==> src/rtl/uart_tx_feeder_if.sv <==
// uart_tx_feeder_if: write-side and transmitter-side handshake bundle for the UART feeder.
interface uart_tx_feeder_if #(
    parameter int DEPTH = 16
);
    logic                       wr_en;
    logic [7:0]                 wr_byte;
    logic                       full;
    logic                       empty;
    logic [$clog2(DEPTH+1)-1:0] count;
    logic                       overflow;
    logic                       tx_dv;
    logic [7:0]                 tx_byte;
    logic                       tx_active;
    logic                       tx_done;
    logic                       busy;
    logic                       tx_error;
    modport master (
        output wr_en, wr_byte, tx_active, tx_done,
        input  full, empty, count, overflow, tx_dv, tx_byte, busy, tx_error
    );
    modport slave (
        input  wr_en, wr_byte, tx_active, tx_done,
        output full, empty, count, overflow, tx_dv, tx_byte, busy, tx_error
    );
endinterface

==> src/rtl/uart_tx_feeder.sv <==
// uart_tx_feeder: byte FIFO feeding a UART transmitter over DV/Active/Done,
// with optional inter-byte gap and an ACK timeout that drops an unacknowledged byte.
module uart_tx_feeder #(
    parameter int DEPTH       = 16,
    parameter int GAP_CLKS    = 0,
    parameter int ACK_TIMEOUT = 8
) (
    input logic             i_Clock,
    input logic             i_Reset,
    uart_tx_feeder_if.slave bus
);
    localparam int AW   = $clog2(DEPTH);
    localparam int CW   = $clog2(DEPTH + 1);
    localparam int TMAX = (ACK_TIMEOUT > GAP_CLKS) ? ACK_TIMEOUT : GAP_CLKS;
    localparam int TW   = $clog2(TMAX + 1);
    localparam logic [1:0] S_IDLE      = 2'd0;
    localparam logic [1:0] S_WAIT_ACT  = 2'd1;
    localparam logic [1:0] S_WAIT_DONE = 2'd2;
    localparam logic [1:0] S_GAP       = 2'd3;
    localparam logic [1:0] S_AFTER     = (GAP_CLKS > 0) ? S_GAP : S_IDLE;
    localparam logic [TW-1:0] ACK_LAST = TW'(ACK_TIMEOUT - 1);
    localparam logic [TW-1:0] GAP_LAST = TW'(GAP_CLKS - 1);

    logic [7:0]    mem [DEPTH];
    logic [AW-1:0] wr_ptr, rd_ptr;
    logic [CW-1:0] count, count_nxt;
    logic          full, empty, overflow;
    logic [1:0]    state;
    logic [TW-1:0] tmr;
    logic          tx_dv, tx_error;
    logic [7:0]    tx_byte;
    logic          push, pop;

    always_comb begin
        push      = bus.wr_en && !full;
        pop       = (state == S_IDLE) && !empty && !bus.tx_active && !bus.tx_done;
        count_nxt = count + CW'(push) - CW'(pop);
    end

    always_ff @(posedge i_Clock or posedge i_Reset) begin
        if (i_Reset) begin
            wr_ptr   <= '0;
            rd_ptr   <= '0;
            count    <= '0;
            full     <= 1'b0;
            empty    <= 1'b1;
            overflow <= 1'b0;
        end else begin
            if (push) wr_ptr <= wr_ptr + 1'b1;
            if (pop) rd_ptr <= rd_ptr + 1'b1;
            count    <= count_nxt;
            full     <= count_nxt == CW'(DEPTH);
            empty    <= count_nxt == '0;
            overflow <= bus.wr_en && full;
        end
    end

    // Storage needs no reset: the pointers define which entries are valid.
    always_ff @(posedge i_Clock) begin
        if (push) mem[wr_ptr] <= bus.wr_byte;
    end

    always_ff @(posedge i_Clock or posedge i_Reset) begin
        if (i_Reset) begin
            state    <= S_IDLE;
            tmr      <= '0;
            tx_dv    <= 1'b0;
            tx_error <= 1'b0;
            tx_byte  <= 8'h00;
        end else begin
            tx_dv    <= pop;
            tx_error <= 1'b0;
            if (pop) tx_byte <= mem[rd_ptr];
            case (state)
                S_IDLE: begin
                    if (pop) begin
                        state <= S_WAIT_ACT;
                        tmr   <= '0;
                    end
                end
                S_WAIT_ACT: begin
                    // A Done arriving before Active means the whole frame already finished.
                    if (bus.tx_done) begin
                        state <= S_AFTER;
                        tmr   <= '0;
                    end else if (bus.tx_active) begin
                        state <= S_WAIT_DONE;
                    end else if (tmr == ACK_LAST) begin
                        state    <= S_IDLE;
                        tx_error <= 1'b1;
                    end else begin
                        tmr <= tmr + 1'b1;
                    end
                end
                S_WAIT_DONE: begin
                    if (bus.tx_done) begin
                        state <= S_AFTER;
                        tmr   <= '0;
                    end
                end
                default: begin
                    if (tmr == GAP_LAST) state <= S_IDLE;
                    else tmr <= tmr + 1'b1;
                end
            endcase
        end
    end

    assign bus.full     = full;
    assign bus.empty    = empty;
    assign bus.count    = count;
    assign bus.overflow = overflow;
    assign bus.tx_dv    = tx_dv;
    assign bus.tx_byte  = tx_byte;
    assign bus.tx_error = tx_error;
    assign bus.busy     = state != S_IDLE;
endmodule
==> src/flat_wrapper.sv <==
// flat-port wrapper written by rule: the top's interface ports become plain ports
module uart_tx_feeder_flat 
#(
    parameter int DEPTH       = 16,
    parameter int GAP_CLKS    = 0,
    parameter int ACK_TIMEOUT = 8
)
  (i_Clock, i_Reset, bus_wr_en, bus_wr_byte, bus_tx_active, bus_tx_done, bus_full, bus_empty, bus_count, bus_overflow, bus_tx_dv, bus_tx_byte, bus_busy, bus_tx_error);
  uart_tx_feeder_if #(.DEPTH(DEPTH)) bus_i ();
  input logic i_Clock;
  input logic i_Reset;
  input wire logic [$bits(bus_i.wr_en)-1:0] bus_wr_en;
  input wire logic [$bits(bus_i.wr_byte)-1:0] bus_wr_byte;
  input wire logic [$bits(bus_i.tx_active)-1:0] bus_tx_active;
  input wire logic [$bits(bus_i.tx_done)-1:0] bus_tx_done;
  output wire logic [$bits(bus_i.full)-1:0] bus_full;
  output wire logic [$bits(bus_i.empty)-1:0] bus_empty;
  output wire logic [$bits(bus_i.count)-1:0] bus_count;
  output wire logic [$bits(bus_i.overflow)-1:0] bus_overflow;
  output wire logic [$bits(bus_i.tx_dv)-1:0] bus_tx_dv;
  output wire logic [$bits(bus_i.tx_byte)-1:0] bus_tx_byte;
  output wire logic [$bits(bus_i.busy)-1:0] bus_busy;
  output wire logic [$bits(bus_i.tx_error)-1:0] bus_tx_error;
  assign bus_i.wr_en = bus_wr_en;
  assign bus_i.wr_byte = bus_wr_byte;
  assign bus_i.tx_active = bus_tx_active;
  assign bus_i.tx_done = bus_tx_done;
  assign bus_full = bus_i.full;
  assign bus_empty = bus_i.empty;
  assign bus_count = bus_i.count;
  assign bus_overflow = bus_i.overflow;
  assign bus_tx_dv = bus_i.tx_dv;
  assign bus_tx_byte = bus_i.tx_byte;
  assign bus_busy = bus_i.busy;
  assign bus_tx_error = bus_i.tx_error;
  uart_tx_feeder #(.DEPTH(DEPTH), .GAP_CLKS(GAP_CLKS), .ACK_TIMEOUT(ACK_TIMEOUT)) u_core (.i_Clock(i_Clock), .i_Reset(i_Reset), .bus(bus_i));
endmodule
==> config.mk <==
export PLATFORM = sky130hd
export DESIGN_NAME = uart_tx_feeder_flat
export DESIGN_NICKNAME = d
export VERILOG_FILES = /design/src/rtl/uart_tx_feeder_if.sv /design/src/rtl/uart_tx_feeder.sv /design/src/flat_wrapper.sv
export SDC_FILE = /design/constraint.sdc
export NUM_CORES = 1
export LEC_CHECK = 0
export BUFFER_PORTS_ARGS = -buffer_cell sky130_fd_sc_hd__buf_4
export CAP_MARGIN = 25
export CORE_MARGIN = 3
export CORE_UTILIZATION = 50
export CTS_CLUSTER_DIAMETER = 30
export DETAILED_ROUTE_END_ITERATION = 12
export PLACE_DENSITY = 0.76
export SYNTH_ARGS = -nofsm -noshare
export SYNTH_HDL_FRONTEND = slang
export SYNTH_SLANG_ARGS = --single-unit
==> constraint.sdc <==
create_clock -name i_Clock -period 3.9 [get_ports i_Clock]
set_input_delay 0.78 -clock i_Clock [delete_from_list [all_inputs] [get_ports i_Clock]]
set_output_delay 0.78 -clock i_Clock [all_outputs]
set_load 0.01 [all_outputs]
Yosys cells after proc, flatten, opt, wreduce, memory -nomap -nowiden

Memory sizes are Yosys's and may differ from the RTL's. A register that Yosys moved wholly into a read port is not among the register bits.
Cells that the tools add are included.

Memories kept: 1
Logic and storage cells: 62
Bits of input ports: 13
Memory bits (writable): 128
Register bits after elaboration: 24

Memories:

| name       | depth | bits a word | read ports | clocked after memory_dff | write ports | RTL line             | source |
|---|---|---|---|---|---|---|---|
| u_core.mem | 16    | 8           | 1          | 1                        | 1           | uart_tx_feeder.sv:24 | `logic [7:0] mem [DEPTH];` |

Reduce and logical (&&, ||, !) cells: 15
Add/sub/neg operators: 5
Equal/unequal tests: 11
Mux-type cells: 20

Operator list:

| kind                  | number |
|---|---|
| $mux W4               | 6 |
| $add A4 B1 Y4 const B | 3 |
| $mux W2               | 6 |
| $pmux W4 S3           | 1 |
| $ne A4 B3 Y1 const B  | 2 |
| $mux W1               | 6 |
| $ne A3 B3 Y1 const B  | 2 |
| $pmux W2 S3           | 1 |
| $add A5 B1 Y5         | 1 |
| $eq A5 B5 Y1 const B  | 1 |
| $logic_and A1 B1 Y1   | 5 |
| $logic_not A5 Y1      | 1 |
| $reduce_and A5 Y1     | 1 |
| $sub A5 B1 Y5         | 1 |
| $eq A4 B3 Y1 const B  | 1 |
| $eq A4 B4 Y1 const B  | 1 |
| $logic_not A1 Y1      | 4 |
| $reduce_and A4 Y1     | 1 |
| $reduce_bool A4 Y1    | 1 |
| $eq A2 B1 Y1 const B  | 1 |
| $eq A2 B2 Y1 const B  | 1 |
| $logic_not A2 Y1      | 1 |
| $ne A2 B1 Y1 const B  | 1 |
| $ne A2 B2 Y1 const B  | 1 |
| $reduce_bool A2 Y1    | 1 |

Longest topological paths before layout

Gate-level depths: netlist of the first run.

Word-level depth: 6
Gate-level depth with buffers: 14

Worst setup path before layout of the first run

No wires, ideal clock.

Path kind: input to register
Start point: input bus_tx_done
End point: register u_core.full, in the netlist u_core.bus.full
Arrival: 2.945 ns
Stages on the path: 13
Path slack: 0.854 ns
Path through: nor3_1 > nand2_1 > inv_1 > buf_2 > ha_1 > inv_1 > ha_1 > inv_1 > fa_1 > nor2b_1 > o21ai_0 > and3_1 > nor4_1

Word-level cells in the longest chain between the ends: 4

Ends and longest elaborated chain:

| item                 | RTL line             | source |
|---|---|---|
| start, declared      | flat_wrapper.sv:15   | `input wire logic [$bits(bus_i.tx_done)-1:0] bus_tx_done;` |
| $logic_not A1 Y1     | uart_tx_feeder.sv:36 | `pop = (state == S_IDLE) && !empty && !bus.tx_active && !bus.tx_done;` |
| $logic_and A1 B1 Y1  | uart_tx_feeder.sv:36 |  |
| named net u_core.pop | uart_tx_feeder.sv:32 | `logic push, pop;` |
| $sub A5 B1 Y5        | uart_tx_feeder.sv:37 | `count_nxt = count + CW'(push) - CW'(pop);` |
| $eq A5 B5 Y1         | uart_tx_feeder.sv:52 | `full <= count_nxt == CW'(DEPTH);` |
| end signal, assigned | uart_tx_feeder.sv:52 |  |
| end, declared        | uart_tx_feeder.sv:27 | `logic full, empty, overflow;` |

The timed path passes the listed nets, and every way through them passes these cells.
A chain may end at the register's enable or synchronous reset.

Final worst setup path of the first run

Start point: register u_core.state[0]
End point: register u_core.full, in the netlist u_core.bus.full

Word-level cells in the longest chain between the ends: 6

Ends and longest elaborated chain:

| item                              | RTL line             | source |
|---|---|---|
| start, declared                   | uart_tx_feeder.sv:28 | `logic [1:0] state;` |
| start signal, assigned            | uart_tx_feeder.sv:65 | `state <= S_IDLE;` |
| start signal, assigned            | uart_tx_feeder.sv:77 | `state <= S_WAIT_ACT;` |
| start signal, assigned            | uart_tx_feeder.sv:84 | `state <= S_AFTER;` |
| $logic_not A2 Y1                  | uart_tx_feeder.sv:36 |  |
| $logic_and A1 B1 Y1 (3 in series) | uart_tx_feeder.sv:36 |  |
| $sub A5 B1 Y5                     | uart_tx_feeder.sv:37 |  |
| $eq A5 B5 Y1                      | uart_tx_feeder.sv:52 |  |

Every way passes these cells.

==> results of run 1 <==
routing by layer:
layer  up-vias  GRT usage
li1       1610          -
met1      1782     0.2638
met2       115     0.2949
met3        20    0.04709
met4         0    0.07213
met5         -          0
how the worst max path moves through the flow:
stage | depth (start not counted) | slack, ns | to
2_1_floorplan | 13 | 0.85 | u_core.bus.full
3_3_place_gp | 14 | 0.71 | u_core.bus.full
3_5_place_dp | 14 | 0.60 | u_core.bus.empty
4_1_cts | 14 | 0.98 | u_core.bus.full
5_1_grt | 14 | 0.67 | u_core.bus.empty
6_report | 14 | 0.97 | u_core.bus.full
through the flow:
step                      area [um^2]    util  power, mW  hold slack [ns]  setup WS, ns
after floorplan                  6640       -      3.519           0.5104        0.8537
final                            7695  0.6000      5.625           0.4306        0.9684
after detailed placement         7093  0.5531      4.016           0.5024        0.5978
after CTS                        7667  0.5979      5.621           0.4419        0.9812
after global routing             7695  0.6000      5.930           0.4848        0.6734
after global placement           7078  0.5519      3.933           0.4934        0.7131
worst max-delay path, cell delays in order (launching register included):
cell and delay (ns):
dfrtp_1 0.40, inv_1 0.10, ha_1 0.24, nand2_1 0.07, buf_4 0.20, inv_1 0.09, ha_1 0.27, inv_1 0.06
ha_1 0.17, inv_1 0.06, fa_1 0.41, nor2b_1 0.14, o21ai_0 0.14, and3_1 0.23, nor4_1 0.25
state kept, by name, summed over array words and instances (netlist names):
| register | count |
|---|---|
| u_core.state | 2 |
| u_core.bus.tx_dv | 1 |
| u_core.rd_ptr | 4 |
| u_core.mem | 128 |
| u_core.bus.tx_error | 1 |
| u_core.bus.full | 1 |
| u_core.bus.overflow | 1 |
| u_core.wr_ptr | 4 |
| u_core.tmr | 4 |
| u_core.bus.count | 5 |
| u_core.bus.empty | 1 |
| u_core.bus.tx_byte | 8 |
Yosys cell counts (all sizes together), types with 4 or more instances:
library cell    n
buf            12
xnor2           7
dfrtp          31
nand2          18
a211o           7
a22oi           4
clkbuf          5
nor2           25
ha             16
mux4           25
nand3           4
nor3           12
nor2b           8
mux2i          20
inv            19
mux2            7
edfxtp        128
o21ai           6
cell families (layout without fill, tap and decap cells):
| logic type | Yosys count | in the layout | synth area share |
|---|---|---|---|
| muxes | 52 | 52 | 0.1279 |
| adders and majority gates | 17 | 17 | 0.03316 |
| buffers and inverters | 36 | 97 | 0.02713 |
| xor gates and xnor gates | 9 | 9 | 0.01187 |
| AOI/OAI and AO/OA | 32 | 32 | 0.03429 |
| and+or+nand+nor | 89 | 89 | 0.06595 |
| DFF | 160 | 160 | 0.6996 |
final cells by class:
class,count,area [um^2],area share
multi-input cells,199,1814,0.2358
clock inverters,14,145.1,0.01886
flip-flops and latches,160,4647,0.6039
repair buffers,46,372.9,0.04846
inverters,19,71.32,0.009268
clock buffers,18,429.2,0.05577
well taps,172,215.2,0.02797
power by group through the flow:
stage               clock network, mW  logic [mW]  registers [mW]
floorplan                           0        1.23            2.29
global placement                    0        1.46            2.47
detailed placement                  0        1.55            2.47
CTS                              1.61        1.57            2.44
global route                     1.69        1.81            2.43
finish                           1.60        1.63            2.39
==> out/metrics.cfg, run 1 <==
[status]
status = complete, no violations

[power_and_ir_drop]
p_leak_nw = 2.830
pwr_density_cell_nw_per_um2 = 731.0
ir_drop_v = 0.0003501
internal_power_mw = 3.835
pwr-share-comb = 0.290
sw_frac_of_total = 0.3183
p_sw_mw = 1.791
seq_power_share = 0.426
p_clk_frac = 0.285

[global_route]
antenna_found_initial = 0
overflow = 0
grt_pass1_vias = 3636
grt_pass1_wl_mm = 20.60
grt_util_all_layers = 0.1903
grt_start_max_net_pins = 37

[clocking]
cts_resized = 0
tritoncts = yes
postCtsHoldBufs = 0
cts_buffers = 17
cts_setup_buffers = 0
clk_latency_ns = 0.42
clock_sinks = 160
cts-root-buf = clkbuf_16
cts.path.max_buffers = 2
path_clk_slew_ns = 0.06
cts.htree.levels = 4

[sta]
max_slew.worst_pin.slew_ns = 0.9829
setup_tns_ns = 0
max_freq_ghz = 0.3411
maxSlewViolCount = 0
final.setup_skew_ns = 0.006811
rsz0062_at_grt = no
hold_violations = 0
setup_violations = 0
max_slew_margin = 0.3423
period_share = 0.7517
fin_crit_ns = 2.932

[logic_synthesis]
yosys.area.top_type = edfxtp_1
yosysWarningCount = 0
syn_nets = 425
synth_top_area_frac = 0.5789
postSynthAreaPerCell_um2 = 16.81
ys_types = 46
synth_ff_type = edfxtp_1
synth.area.top_cells = edfxtp_1, dfrtp_1, mux4_2, ha_1, mux2i_1
ys_seq_area_frac = 0.6996
ys_ff_latch = 160
synth_area_um2 = 6640
synth-edff-count = 128
async_flop_share = 0.2000
synthCells = 395

[worst_setup_path]
required_ns = 4.22
end_kind = flip-flop
crit_path_start_kind = flip-flop
rr_endpoint = u_core.bus.full
rrSetupSlack_ns = 0.97
rr_startpoint = u_core.state[0]
crit_type = reg2reg
r2r_cells = 14
crit_fanout = 15
cp-startpoint = u_core.state[0]
cp_data_arrival_time_ns = 3.25

[drt]
top_layer_used = met4
drc = 0
vias_per_cell = 5.616
wl_met1_mm = 5.467
ant_nets = 0
dr_wl_met3_um = 762
firstDrtPassIters = 5
vias = 3527
avgRoutedWirePerCell_um = 20.32
dr_wl_met2_mm = 6.294
drt_iter0_markers = 457
totalWireLength_mm = 12.76

[placed_design]
place_inst = 595
gp_congestion = 0.7904
place_hpwl_mm = 8.100
port_buffers = 31

[floorplan]
core-area_um2 = 12820
die_area_um2 = 14700
placement_rows = 41
die_h_um = 121.2
die_x_um = 121.2
start_util = 0.5178
ios = 32

[final_layout]
diodes = 0
drive_gt1_frac = 0.2346
layout_commonest_cell = edfxtp_1
area_growth_pct = 15.88
fillers = 924
nNetsFinal = 473
final_cell_mix = edfxtp_1, buf_4, dfrtp_1, nor2_1, mux4_2
finalNonFillerCells = 628

[run]
maxCapViolations = 0

[hold_path]
hold_path.class = in2async

Note: power is estimated with default switching activity, not from simulation.
==> run 2, diff against run 1 <==
==> constraint.sdc (replaced) <==
create_clock -name i_Clock -period 2.97 [get_ports i_Clock]
set_input_delay 0.594 -clock i_Clock [delete_from_list [all_inputs] [get_ports i_Clock]]
set_output_delay 0.594 -clock i_Clock [all_outputs]
set_load 0.01 [all_outputs]
==> run 2 against run 1 <==
Net effect:
- combinational power increased by 32%
- cell count increased by 1.8%
- hold slack got worse by 0.047 ns
- sequential share of layout area decreased by 0.82 points
- die area unchanged
==> out/metrics.cfg, run 2 (same netlist as run 1, synthesis figures left out) <==
[status]
status = complete, no violations  ; unchanged

[sta]
max_slew_margin = 0.3861  ; was 0.3423
fin_crit_ns = 2.754  ; was 2.932 ns
setup_tns_ns = 0  ; unchanged
final.setup_skew_ns = 0.008478  ; was 0.006811 ns
max_slew.worst_pin.slew_ns = 0.9198  ; was 0.9829 ns
period_share = 0.9274  ; was 0.7517
max_freq_ghz = 0.3630  ; was 0.3411 GHz
rsz0062_at_grt = no  ; unchanged
hold_ws_ns = 0.3837  ; was 0.4306 ns
worst_slack_ns = 0.2155  ; was 0.9684 ns
hold_violations = 0  ; unchanged
maxSlewViolCount = 0  ; unchanged
setup_violations = 0  ; unchanged

[worst_setup_path]
crit_top_cell = inv_1  ; unchanged
critPathBufInv = 4  ; was 5
cp_slowest_cell = fa_1  ; unchanged
r2r_cells = 13  ; was 14
crit_path_start_kind = flip-flop  ; unchanged
end_kind = flip-flop  ; unchanged
max_stage_delay_ns = 0.42  ; was 0.41 ns
cp_cell_sequence = inv_1, ha_1, nand2_1, inv_1, ha_1, inv_1, ha_1, inv_1, fa_1, nor2b_1, o21ai_0, nor3b_1, nor4_1  ; was inv_1, ha_1, nand2_1, buf_4, inv_1, ha_1, inv_1, ha_1, inv_1, fa_1, nor2b_1, o21ai_0, and3_1, nor4_1
crit_type = reg2reg  ; unchanged
crit_fanout = 4  ; was 15
cp_data_arrival_time_ns = 3.06  ; was 3.25 ns
crit_family = adder cells  ; unchanged
crit_cells = 13  ; was 14
required_ns = 3.28  ; was 4.22 ns

[drt]
vias_per_cell = 5.739  ; was 5.616
drc = 0  ; unchanged
firstDrtPassIters = 5  ; unchanged
drt_iter0_markers = 402  ; was 457
ant_nets = 0  ; unchanged
vias = 3667  ; was 3527
avgRoutedWirePerCell_um = 20.32  ; about the same
totalWireLength_mm = 12.99  ; was 12.76 mm

[clocking]
cts-root-buf = clkbuf_16  ; unchanged
tritoncts = yes  ; unchanged
clk_latency_ns = 0.42  ; about the same
cts.path.max_buffers = 2  ; unchanged
cts_buffers = 17  ; unchanged
cts.htree.levels = 4  ; unchanged
clock_sinks = 160  ; unchanged
path_clk_slew_ns = 0.06  ; about the same

[final_layout]
largest_reg_flops = 128  ; unchanged
fin_util = 0.6083  ; was 0.6000
diodes = 0  ; unchanged
nNetsFinal = 484  ; was 473
top_register = u_core.mem  ; unchanged
top_regs = u_core.mem (128), u_core.bus.tx_byte (8), u_core.bus.count (5)  ; unchanged
fillers = 897  ; was 924
layout_commonest_cell = edfxtp_1  ; unchanged
final_cell_mix = edfxtp_1, buf_4, dfrtp_1, nor2_1, mux4_2  ; unchanged
drive_gt1_frac = 0.2527  ; was 0.2346
area_growth_pct = 17.49  ; was 15.88%

[power_and_ir_drop]
pwr_density_cell_nw_per_um2 = 960.9  ; was 731.0 nW/um^2
sw_frac_of_total = 0.3125  ; was 0.3183
p_sw_mw = 2.343  ; was 1.791 mW
ir_drop_v = 0.0004600  ; was 0.0003501 V
p_leak_nw = 2.902  ; was 2.830 nW
pwr-share-comb = 0.287  ; was 0.290
seq_power_share = 0.420  ; was 0.426
p_clk_frac = 0.294  ; was 0.285
internal_power_mw = 5.154  ; was 3.835 mW

[floorplan]
placement_rows = 41  ; unchanged
ios = 32  ; unchanged
die_x_um = 121.2  ; unchanged
die_h_um = 121.2  ; unchanged
start_util = 0.5178  ; unchanged
die_area_um2 = 14700  ; unchanged
core-area_um2 = 12820  ; unchanged

[placed_design]
port_buffers = 31  ; unchanged
place_hpwl_mm = 8.103  ; was 8.100 mm
gp_congestion = 0.7767  ; was 0.7904
dp_worst_setup_slack_ns = 0.05972  ; was 0.5978 ns

[global_route]
grt_pass1_wl_mm = 20.67  ; was 20.60 mm
grt_pass1_vias = 3772  ; was 3636
grt_start_max_net_pins = 31  ; was 37
overflow = 0  ; unchanged
grt_util_all_layers = 0.1917  ; was 0.1903
antenna_found_initial = 0  ; unchanged

[hold_path]
hold_path.class = in2async  ; unchanged

[run]
maxCapViolations = 0  ; unchanged

[run 2: worst paths after layout]
kind                                             from                     to  slack, ns
worst max-delay path                  u_core.state[1]       u_core.bus.empty       0.22
worst min-delay path                          i_Reset       u_core.bus.tx_dv       0.38
worst max register to register        u_core.state[1]       u_core.bus.empty       0.22
worst min register to register  u_core.bus.tx_byte[2]  u_core.bus.tx_byte[2]       0.51
max in group asynchronous                     i_Reset       u_core.bus.empty       1.80
min in group i_Clock                        bus_wr_en    u_core.bus.overflow       0.39
[run 2: layout make-up]
cell class	count	area, um^2	share of cell area
Clock inverter	13	170.2	0.02181
Inverter	19	71.32	0.009142
Clock buffer	19	442.9	0.05678
Tap cell	172	215.2	0.02759
Multi-Input combinational cell	199	1814	0.2326
Sequential cell	160	4647	0.5957
Timing Repair Buffer	57	440.4	0.05646
[run 2: power by group through the flow]
stage	registers [mW]	logic, mW	clock network, mW
detailed placement	3.19	2.11	0
global placement	3.16	2.05	0
CTS	3.15	2.14	2.24
finish	3.15	2.15	2.20
global route	3.19	2.34	2.35
floorplan	3.01	1.61	0
[run 2: timing repair]
item / CTS / global route
endpoints found under the setup margin: 0 / 1
endpoints found under the hold margin: 0 / 0
setup buffers: 0 / 1
hold buffers: 0 / 0
resized for setup: 0 / 0
[run 2: per-layer routing]
| metal | vias up | part of all wire | global-route usage |
|---|---|---|---|
| met5 | - | 0 | 0 |
| met4 | 0 | 0.020 | 0.06583 |
| met3 | 22 | 0.056 | 0.04755 |
| met2 | 126 | 0.51 | 0.3060 |
| met1 | 1882 | 0.42 | 0.2606 |
| li1 | 1637 | - | - |
[run 2: per-stage QoR]
stage	power, mW	instances	area (um^2)
3_5_place_dp	5.293	606	7181
3_3_place_gp	5.208	606	7181
5_1_grt	7.885	639	7801
4_1_cts	7.529	638	7794
2_1_floorplan	4.621	395	6640
6_report	7.496	639	7801
